`src/rtl/shift_arbiter.sv`:
```
// -----------------------------------------------------------------------------
// shift_arbiter
//
// Arbitrates two shift requesters onto one shared combinational shifter and
// returns the registered result through a valid/ready response port.
//
// Sequence per operation: IDLE (accept) -> EXEC (shifter evaluates the
// registered operands) -> RESP (result held until consumed).
//
// Configuration macro: SHIFT_ARB_RR_EN
//   defined   : round-robin between the two requesters; RESET_GRANT selects
//               the index that holds priority straight out of reset.
//   undefined : fixed priority, requester 0 always wins; RESET_GRANT unused.
//
// Parameters:
//   RESET_GRANT  requester index (0/1) holding round-robin priority after reset
//
// Ports:
//   clk, rst                 clock, asynchronous active-high reset
//   reqN_valid / reqN_ready  request handshake for requester N (N = 0, 1)
//   reqN_amt/_data/_op       shift amount, operand, op (00 SRA, 01 SRL, 1x SLL)
//   shf_a/_b/_aluc           registered amount/operand/op to the shifter
//   shf_result, shf_cf       combinational shifter result and carry-out
//   rsp_valid / rsp_ready    response handshake
//   rsp_id                   requester owning the response
//   rsp_data, rsp_cf         registered shift result and carry-out
// -----------------------------------------------------------------------------
module shift_arbiter #(
  parameter int unsigned RESET_GRANT = 0
) (
  input  logic        clk,
  input  logic        rst,

  input  logic        req0_valid,
  output logic        req0_ready,
  input  logic [4:0]  req0_amt,
  input  logic [31:0] req0_data,
  input  logic [1:0]  req0_op,

  input  logic        req1_valid,
  output logic        req1_ready,
  input  logic [4:0]  req1_amt,
  input  logic [31:0] req1_data,
  input  logic [1:0]  req1_op,

  output logic [4:0]  shf_a,
  output logic [31:0] shf_b,
  output logic [1:0]  shf_aluc,
  input  logic [31:0] shf_result,
  input  logic        shf_cf,

  output logic        rsp_valid,
  input  logic        rsp_ready,
  output logic        rsp_id,
  output logic [31:0] rsp_data,
  output logic        rsp_cf
);

  typedef enum logic [1:0] {
    IDLE = 2'd0,
    EXEC = 2'd1,
    RESP = 2'd2
  } state_e;

  state_e      state_q, state_d;

  // The shifter-facing registers double as the operand store for the
  // in-flight operation, so the shifter only ever sees registered values.
  logic [4:0]  shf_a_q, shf_a_d;
  logic [31:0] shf_b_q, shf_b_d;
  logic [1:0]  shf_aluc_q, shf_aluc_d;

  logic        rsp_id_q, rsp_id_d;
  logic [31:0] rsp_data_q, rsp_data_d;
  logic        rsp_cf_q, rsp_cf_d;

  logic        grant;        // index selected this cycle
  logic        grant_valid;  // selected requester is presenting a request
  logic        accept;

  if (RESET_GRANT > 1) begin : g_bad_reset_grant
    $error("shift_arbiter: RESET_GRANT must be 0 or 1");
  end

  // ---------------------------------------------------------------------------
  // Arbitration
  // ---------------------------------------------------------------------------
`ifdef SHIFT_ARB_RR_EN
  logic last_q, last_d;

  // Contention goes to the index that did not win last; a lone valid wins.
  always_comb begin
    if (req0_valid && req1_valid) begin
      grant = ~last_q;
    end else begin
      grant = req1_valid;
    end
  end

  always_comb begin
    last_d = last_q;
    if (accept) begin
      last_d = grant;
    end
  end

  always_ff @(posedge clk or posedge rst) begin
    if (rst) begin
      last_q <= (RESET_GRANT == 0) ? 1'b1 : 1'b0;
    end else begin
      last_q <= last_d;
    end
  end
`else
  assign grant = ~req0_valid;
`endif

  assign grant_valid = grant ? req1_valid : req0_valid;

  // Ready is gated with rst so reset forces it low without waiting for an edge.
  assign accept     = (state_q == IDLE) && !rst && grant_valid;
  assign req0_ready = (state_q == IDLE) && !rst && !grant && req0_valid;
  assign req1_ready = (state_q == IDLE) && !rst &&  grant && req1_valid;

  // ---------------------------------------------------------------------------
  // Next-state and datapath
  // ---------------------------------------------------------------------------
  always_comb begin
    state_d    = state_q;
    shf_a_d    = shf_a_q;
    shf_b_d    = shf_b_q;
    shf_aluc_d = shf_aluc_q;
    rsp_id_d   = rsp_id_q;
    rsp_data_d = rsp_data_q;
    rsp_cf_d   = rsp_cf_q;

    case (state_q)
      IDLE: begin
        if (accept) begin
          state_d    = EXEC;
          shf_a_d    = grant ? req1_amt  : req0_amt;
          shf_b_d    = grant ? req1_data : req0_data;
          shf_aluc_d = grant ? req1_op   : req0_op;
          rsp_id_d   = grant;
        end
      end
      EXEC: begin
        state_d    = RESP;
        rsp_data_d = shf_result;
        // A zero-length shift moves no bit out, whatever the shifter reports.
        rsp_cf_d   = (shf_a_q == '0) ? 1'b0 : shf_cf;
      end
      RESP: begin
        if (rsp_ready) begin
          state_d = IDLE;
        end
      end
      default: begin
        state_d = IDLE;
      end
    endcase
  end

  always_ff @(posedge clk or posedge rst) begin
    if (rst) begin
      state_q    <= IDLE;
      shf_a_q    <= '0;
      shf_b_q    <= '0;
      shf_aluc_q <= '0;
      rsp_id_q   <= 1'b0;
      rsp_data_q <= '0;
      rsp_cf_q   <= 1'b0;
    end else begin
      state_q    <= state_d;
      shf_a_q    <= shf_a_d;
      shf_b_q    <= shf_b_d;
      shf_aluc_q <= shf_aluc_d;
      rsp_id_q   <= rsp_id_d;
      rsp_data_q <= rsp_data_d;
      rsp_cf_q   <= rsp_cf_d;
    end
  end

  assign shf_a     = shf_a_q;
  assign shf_b     = shf_b_q;
  assign shf_aluc  = shf_aluc_q;
  assign rsp_valid = (state_q == RESP);
  assign rsp_id    = rsp_id_q;
  assign rsp_data  = rsp_data_q;
  assign rsp_cf    = rsp_cf_q;

endmodule

```
`config.mk`:
```
export PLATFORM = sky130hd
export DESIGN_NAME = shift_arbiter
export DESIGN_NICKNAME = d
export VERILOG_FILES = /design/src/rtl/shift_arbiter.sv
export SDC_FILE = /design/constraint.sdc
export NUM_CORES = 1
export LEC_CHECK = 0
export CAP_MARGIN = 15
export CORE_ASPECT_RATIO = 0.8
export CORE_UTILIZATION = 39
export DETAILED_ROUTE_END_ITERATION = 10
export HOLD_SLACK_MARGIN = 0.1
export MAX_ROUTING_LAYER = met4
export PLACE_DENSITY_LB_ADDON = 0.05
export RECOVER_POWER = 100
export SLEW_MARGIN = 25
export SYNTH_ARGS = -nofsm -noshare
export SYNTH_HDL_FRONTEND = slang
export SYNTH_SLANG_ARGS = --single-unit
```
`constraint.sdc`:
```
create_clock -name clk -period 3.18 [get_ports clk]
set_input_delay 0.477 -clock clk [delete_from_list [all_inputs] [get_ports clk]]
set_output_delay 0.477 -clock clk [all_outputs]
set_load 0.01 [all_outputs]
```
==> results by group, run 1 <==
Status
  – Status: finished with violations
  – Failing checks: capacitance limit, slew limit

Cells and area
  – Most frequent cells in the layout: clkdlybuf4s50_1, dlygate4sd3_1, dfrtp_1
  – Area growth syn-to-layout: 58.8%
  – Filler Cell Count: 706
  – Final core occ: 0.650
  – Share of cells above drive strength 1: 0.225
  – Nets: 524
  – Antenna Cells: 0
  – Fin cells: 525
  – Commonest non-fill, non-tap cell in the layout: clkdlybuf4s50_1
  – Fin area: 5620 um^2

CTS
  – Skew-Pair Late Insertion Delay: 0.33 ns
  – Clk pin slew, worst setup/hold paths: 0.06 ns
  – Post-CTS setup buffer count: 0
  – CTS root buf: clkbuf_16
  – Max clock buf depth: 2
  – CTS sink cnt: 75
  – CTS buffer count: 9
  – Hold_buf cts: 0
  – CTS tree: built
  – # H-tree levels: 3
  – Post-CTS resize count: 0

Global route
  – GRT Total Usage: 0.181
  – Vias in the first global route: 2573
  – First-pass GRT wire length: 12500 um
  – Largest net degree at the start of global routing: 41
  – Initial antenna violation count: 0
  – Grt total ovfl: 0

Setup path
  – Arr. time, crit path: 2.11 ns
  – Crit path largest cell delay: 0.63 ns
  – Reg-to-reg critical path startpoint: state_q[1]
  – CP max-delay cell: dlygate4sd3_1
  – Flop-to-flop setup slack: 0.79 ns
  – Worst-path fanout max: 4
  – Setup CP Type: input port to output pin
  – Critical Path Most Common Cell: dlygate4sd3_1
  – CP endpoint kind: output pin
  – Ordered cell list for the critical path: dlygate4sd3_1, nor3_4, nand2_1, nor2_1, dlygate4sd3_1
  – R2R depth: 3
  – Startpoint types: input port
  – Worst r2r dst: rsp_data[22]
  – CP required: 2.70 ns

Die
  – Die footprint: 9460 um^2
  – Io pins: 192
  – Starting density of the core: 0.410
  – Core Region: 8630 um^2
  – FP Rows: 30
  – Die Ht: 87.2 um
  – Die width: 108 um

Timing
  – Clock skew: 0.00528 ns
  – Min Tclk post-route: 2.58 ns
  – Slack of the critical path: 0.598 ns
  – Worst-margin pin slew: 1.84 ns
  – Period utilisation layout: 0.812
  – Final Hold Vio Count: 0
  – RSZ-0062 raised after global routing: no
  – Rel. slew slack: -0.226
  – Setup_tns: 0 ns
  – Final setup fails: 0
  – F_max: 0.387 GHz
  – Pins over their slew limit: 72

Min path
  – Hold Path End: shf_b[21]
  – Worst min-delay path category: flip-flop to flip-flop
  – Hold Startpoint: shf_b[21]
  – Hold depth: 1

Pwr
  – P_int: 3.15 mW
  – Part of the power in registers: 0.365
  – Peak VDD IR: 387 uV
  – Combinational Power Share: 0.390
  – Clock power share: 0.245
  – Sw frac: 0.281
  – PwrDens: 781 nW/um^2
  – Lkg Pwr: 2.31 nW
  – Sw power: 1.23 mW

Routing
  – Vias per cell: 4.61
  – # DRC: 0
  – Vias: 2422
  – Routed wire length: 8020 um
  – Antenna-violating nets left: 0
  – Pre-antenna DRT Iters: 4
  – Initial detailed-routing violation count: 43
  – Drt wl/cell: 15.3 um

Placed design
  – Post-DP Area: 5460 um^2
  – Cells after DPL: 509
  – Post-DP HPWL: 6040 um
  – Routability cong.: 0.722
  – DP Worst Slack: 0.744 ns
  – Buffers on Ports: 191

Synth
  – Cell area after synthesis: 3540 um^2
  – Synthesized instance count: 214
  – Register area share after synthesis: 0.531
  – Post-Synthesis Net Count: 330
  – Ys Warns: 0
  – Yosys cell types: 17
  – FF+latch count, synth: 75
  – Mapped Avg Cell Area: 16.5 um^2

Run
  – MaxCap Viol Count: 2
-- power by group through the flow --
| stage | sequential (mW) | clock [mW] | combinational (mW) |
|---|---|---|---|
| after global placement | 1.64 | 0 | 2.07 |
| final | 1.60 | 1.07 | 1.71 |
| after floorplan | 1.84 | 0 | 0.752 |
| after detailed placement | 1.65 | 0 | 2.09 |
| after global routing | 1.66 | 1.14 | 1.83 |
| after CTS | 1.64 | 1.11 | 2.10 |
-- worst max-delay path, delay by kind of cell --
family                 cells  cell delay (ns)
and+or+nand+nor            3             0.41
buffers and inverters      2             1.22
-- worst max-delay path by stage --
stage          from         end  cells after the start
2_1_floorplan   rst      rsp_cf                      1
3_3_place_gp    rst  req1_ready                      5
3_5_place_dp    rst  req1_ready                      5
4_1_cts         rst  req1_ready                      5
5_1_grt         rst   shf_b[15]                      3
6_report        rst  req1_ready                      5
-- state kept, by name, summed over array words and instances (netlist names) --
| signal | flops |
|---|---|
| rsp_id | 1 |
| shf_b | 32 |
| shf_a | 5 |
| rsp_cf | 1 |
| state_q | 2 |
| rsp_data | 32 |
| shf_aluc | 2 |
-- area by class of cell --
type                            count  area, um^2  share of cell area
Timing Repair Buffer              196        1930               0.344
Sequential cell                    75        1880               0.334
Clock inverter                      4        73.8              0.0131
Tap cell                          112         140              0.0250
Inverter                            2        7.51             0.00134
Clock buffer                       12         246              0.0439
Multi-Input combinational cell    124        1340               0.238
-- metrics by stage --
step / hold slack, ns / power [mW]
floorplan: 0.517 / 2.59
global placement: 0.474 / 3.70
global route: 0.500 / 4.64
detailed placement: 0.485 / 3.74
CTS: 0.497 / 4.85
finish: 0.477 / 4.38
-- kinds of logic (layout without fill, tap and decap cells) --
family	Yosys count	count (layout)	share of synthesized area
buffers and inverters	15	214	0.0516
flip-flops	75	75	0.531
AND/OR/NAND/NOR	9	9	0.0163
multiplexers	110	110	0.392
AO/OA/AOI/OAI	5	5	0.00990
-- synthesized netlist by cell type --
cell type	number	area share
nor3_4	1	0.0046
nand2_1	2	0.0021
buf_12	4	0.023
or4_1	1	0.0021
o21ai_0	2	0.0028
buf_6	8	0.025
o21a_4	1	0.0042
nand2b_1	2	0.0035
nor2_1	2	0.0021
inv_1	2	0.0021
buf_2	1	0.0014
mux2_2	71	0.23
dfrtp_1	75	0.53
and2_1	1	0.0018
a21oi_1	1	0.0014
mux2_4	39	0.17
o21ai_1	1	0.0014
-- layer usage --
metal	share of wire	vias up	GRT usage
met5	0	-	-
met4	0.012	0	0.0590
met3	0.083	9	0.0539
met2	0.45	115	0.278
met1	0.45	1149	0.230
li1	-	1149	-
No activity file was read; power rests on OpenSTA's default activity.
==> run 2, diff against run 1 <==
Settings changed: CORE_UTILIZATION 39 to 35.
Clock period 3.18 ns to 2.3 ns, I/O delays scaled along.
==> results by group, run 2 (synthesis gave the netlist of run 1 again) <==
Status
  – Status: completed

Routing
  – Antenna-violating nets left: 0
  – Pre-antenna DRT Iters: 3
  – Initial detailed-routing violation count: 38
  – Drt wl/cell: 15.4 um
  – Vias: 2450
  – # DRC: 0
  – Routed wire length: 8490 um
  – Vias per cell: 4.45

Timing
  – Final Hold Vio Count: 0
  – Period utilisation layout: 0.931
  – Final setup fails: 0
  – Rel. slew slack: 0.310
  – Hold slack: 0.481 ns
  – Min Tclk post-route: 2.14 ns
  – RSZ-0062 raised after global routing: no
  – Setup_tns: 0 ns
  – Worst-margin pin slew: 1.03 ns
  – F_max: 0.467 GHz
  – Pins over their slew limit: 0
  – Clock skew: 0.00267 ns

CTS
  – Hold_buf cts: 0
  – # H-tree levels: 3
  – Clk pin slew, worst setup/hold paths: 0.06 ns
  – Skew-Pair Late Insertion Delay: 0.33 ns
  – Post-CTS setup buffer count: 0
  – CTS tree: built
  – Post-CTS resize count: 0
  – CTS root buf: clkbuf_16
  – CTS buffer count: 9
  – Max clock buf depth: 2
  – CTS sink cnt: 75

Setup path
  – Arr. time, crit path: 2.35 ns
  – Setup CP Type: input port to flip-flop
  – CP endpoint kind: flip-flop
  – CP required: 2.51 ns
  – Worst-path fanout max: 22
  – Startpoint types: input port

Pwr
  – PwrDens: 1070 nW/um^2
  – Lkg Pwr: 2.37 nW
  – Power, Total: 6.13 mW
  – Peak VDD IR: 733 uV

Global route
  – GRT Total Usage: 0.174
  – Grt total ovfl: 0
  – Initial antenna violation count: 0
  – Vias in the first global route: 2540
  – Largest net degree at the start of global routing: 76
  – First-pass GRT wire length: 13400 um

Die
  – Die footprint: 10500 um^2
  – Die Ht: 91.9 um
  – Starting density of the core: 0.364
  – Core Region: 9730 um^2
  – FP Rows: 32
  – Die width: 114 um
  – Io pins: 192

Cells and area
  – Commonest non-fill, non-tap cell in the layout: clkdlybuf4s50_1
  – Area growth syn-to-layout: 61.2%
  – Most frequent cells in the layout: clkdlybuf4s50_1, dfrtp_1, dlygate4sd3_1
  – Filler Cell Count: 818
  – Antenna Cells: 0
  – Share of cells above drive strength 1: 0.285
  – Nets: 525

Min path
  – Worst min-delay path category: flip-flop to flip-flop

Placed design
  – Routability cong.: 0.679
  – Buffers on Ports: 191
  – Post-DP HPWL: 6050 um

Run
  – MaxCap Viol Count: 0
## run 2: cell types whose count changed in the layout (fill, tap and decap cells not counted), moves of 3 or more
cell	delta
clkbuf_1	-4
clkdlybuf4s50_1	+3
dlygate4sd3_1	-3
mux2_1	-21
mux2_4	+21
## run 2: final cells by class
| cell class | instances | area, um^2 | share of cell area |
|---|---|---|---|
| multi-input combinational | 124 | 1410 | 0.247 |
| tap | 136 | 170 | 0.0298 |
| timing repair buffer | 197 | 1940 | 0.341 |
| clock buffer | 9 | 225 | 0.0395 |
| sequential | 75 | 1880 | 0.329 |
| clock inverter | 7 | 68.8 | 0.0121 |
| inverter | 2 | 7.51 | 0.00132 |
## run 2: path summary, 6_finish.rpt
kind,cells past startpoint,slack (ns),start,end
setup / recovery,5,0.16,rst,shf_a[0]
setup reg to reg,4,0.16,state_q[0],shf_a[0]
max in group asynchronous,3,0.88,rst,shf_b[26]
hold reg to reg,2,0.48,rsp_cf,rsp_cf
hold / removal,2,0.48,rsp_cf,rsp_cf
min in group asynchronous,3,0.77,rst,shf_aluc[0]
## run 2: through the flow
stage / instance area (um^2) / setup WS, ns / utilization / cells
floorplan: 3540 / 0.0450 / - / 214
global placement: 5520 / 0.245 / 0.568 / 534
detailed placement: 5520 / 0.215 / 0.568 / 534
CTS: 5820 / 0.196 / 0.598 / 550
global route: 5700 / 0.0354 / 0.586 / 550
finish: 5700 / 0.159 / 0.586 / 550
## run 2: report_power, final
group          leakage [nW]  internal, mW  switching, mW
sequential            0.878          1.93          0.299
combinational          1.35          1.58          0.931
clock                 0.141         0.835          0.552
total                  2.37          4.34           1.78
## run 2: routing by layer
| metal | GRT usage | vias up | share of wire |
|---|---|---|---|
| met5 | - | - | 0 |
| met4 | 0.0768 | 0 | 0.017 |
| met3 | 0.0615 | 12 | 0.094 |
| met2 | 0.241 | 121 | 0.44 |
| met1 | 0.229 | 1165 | 0.45 |
| li1 | - | 1152 | - |
## run 2: worst max-delay path, stage by stage
cell and delay, ns:
clkdlybuf4s50_1 0.46, nor3_4 0.20, o21a_1 0.30, clkbuf_2 0.67
mux2_4 0.36
==> run 3, diff against run 2 <==
Settings changed: CAP_MARGIN 15 to 20.
==> results of run 3 <==
No change in the layout: final DEF, timing and power equal those of run 2.
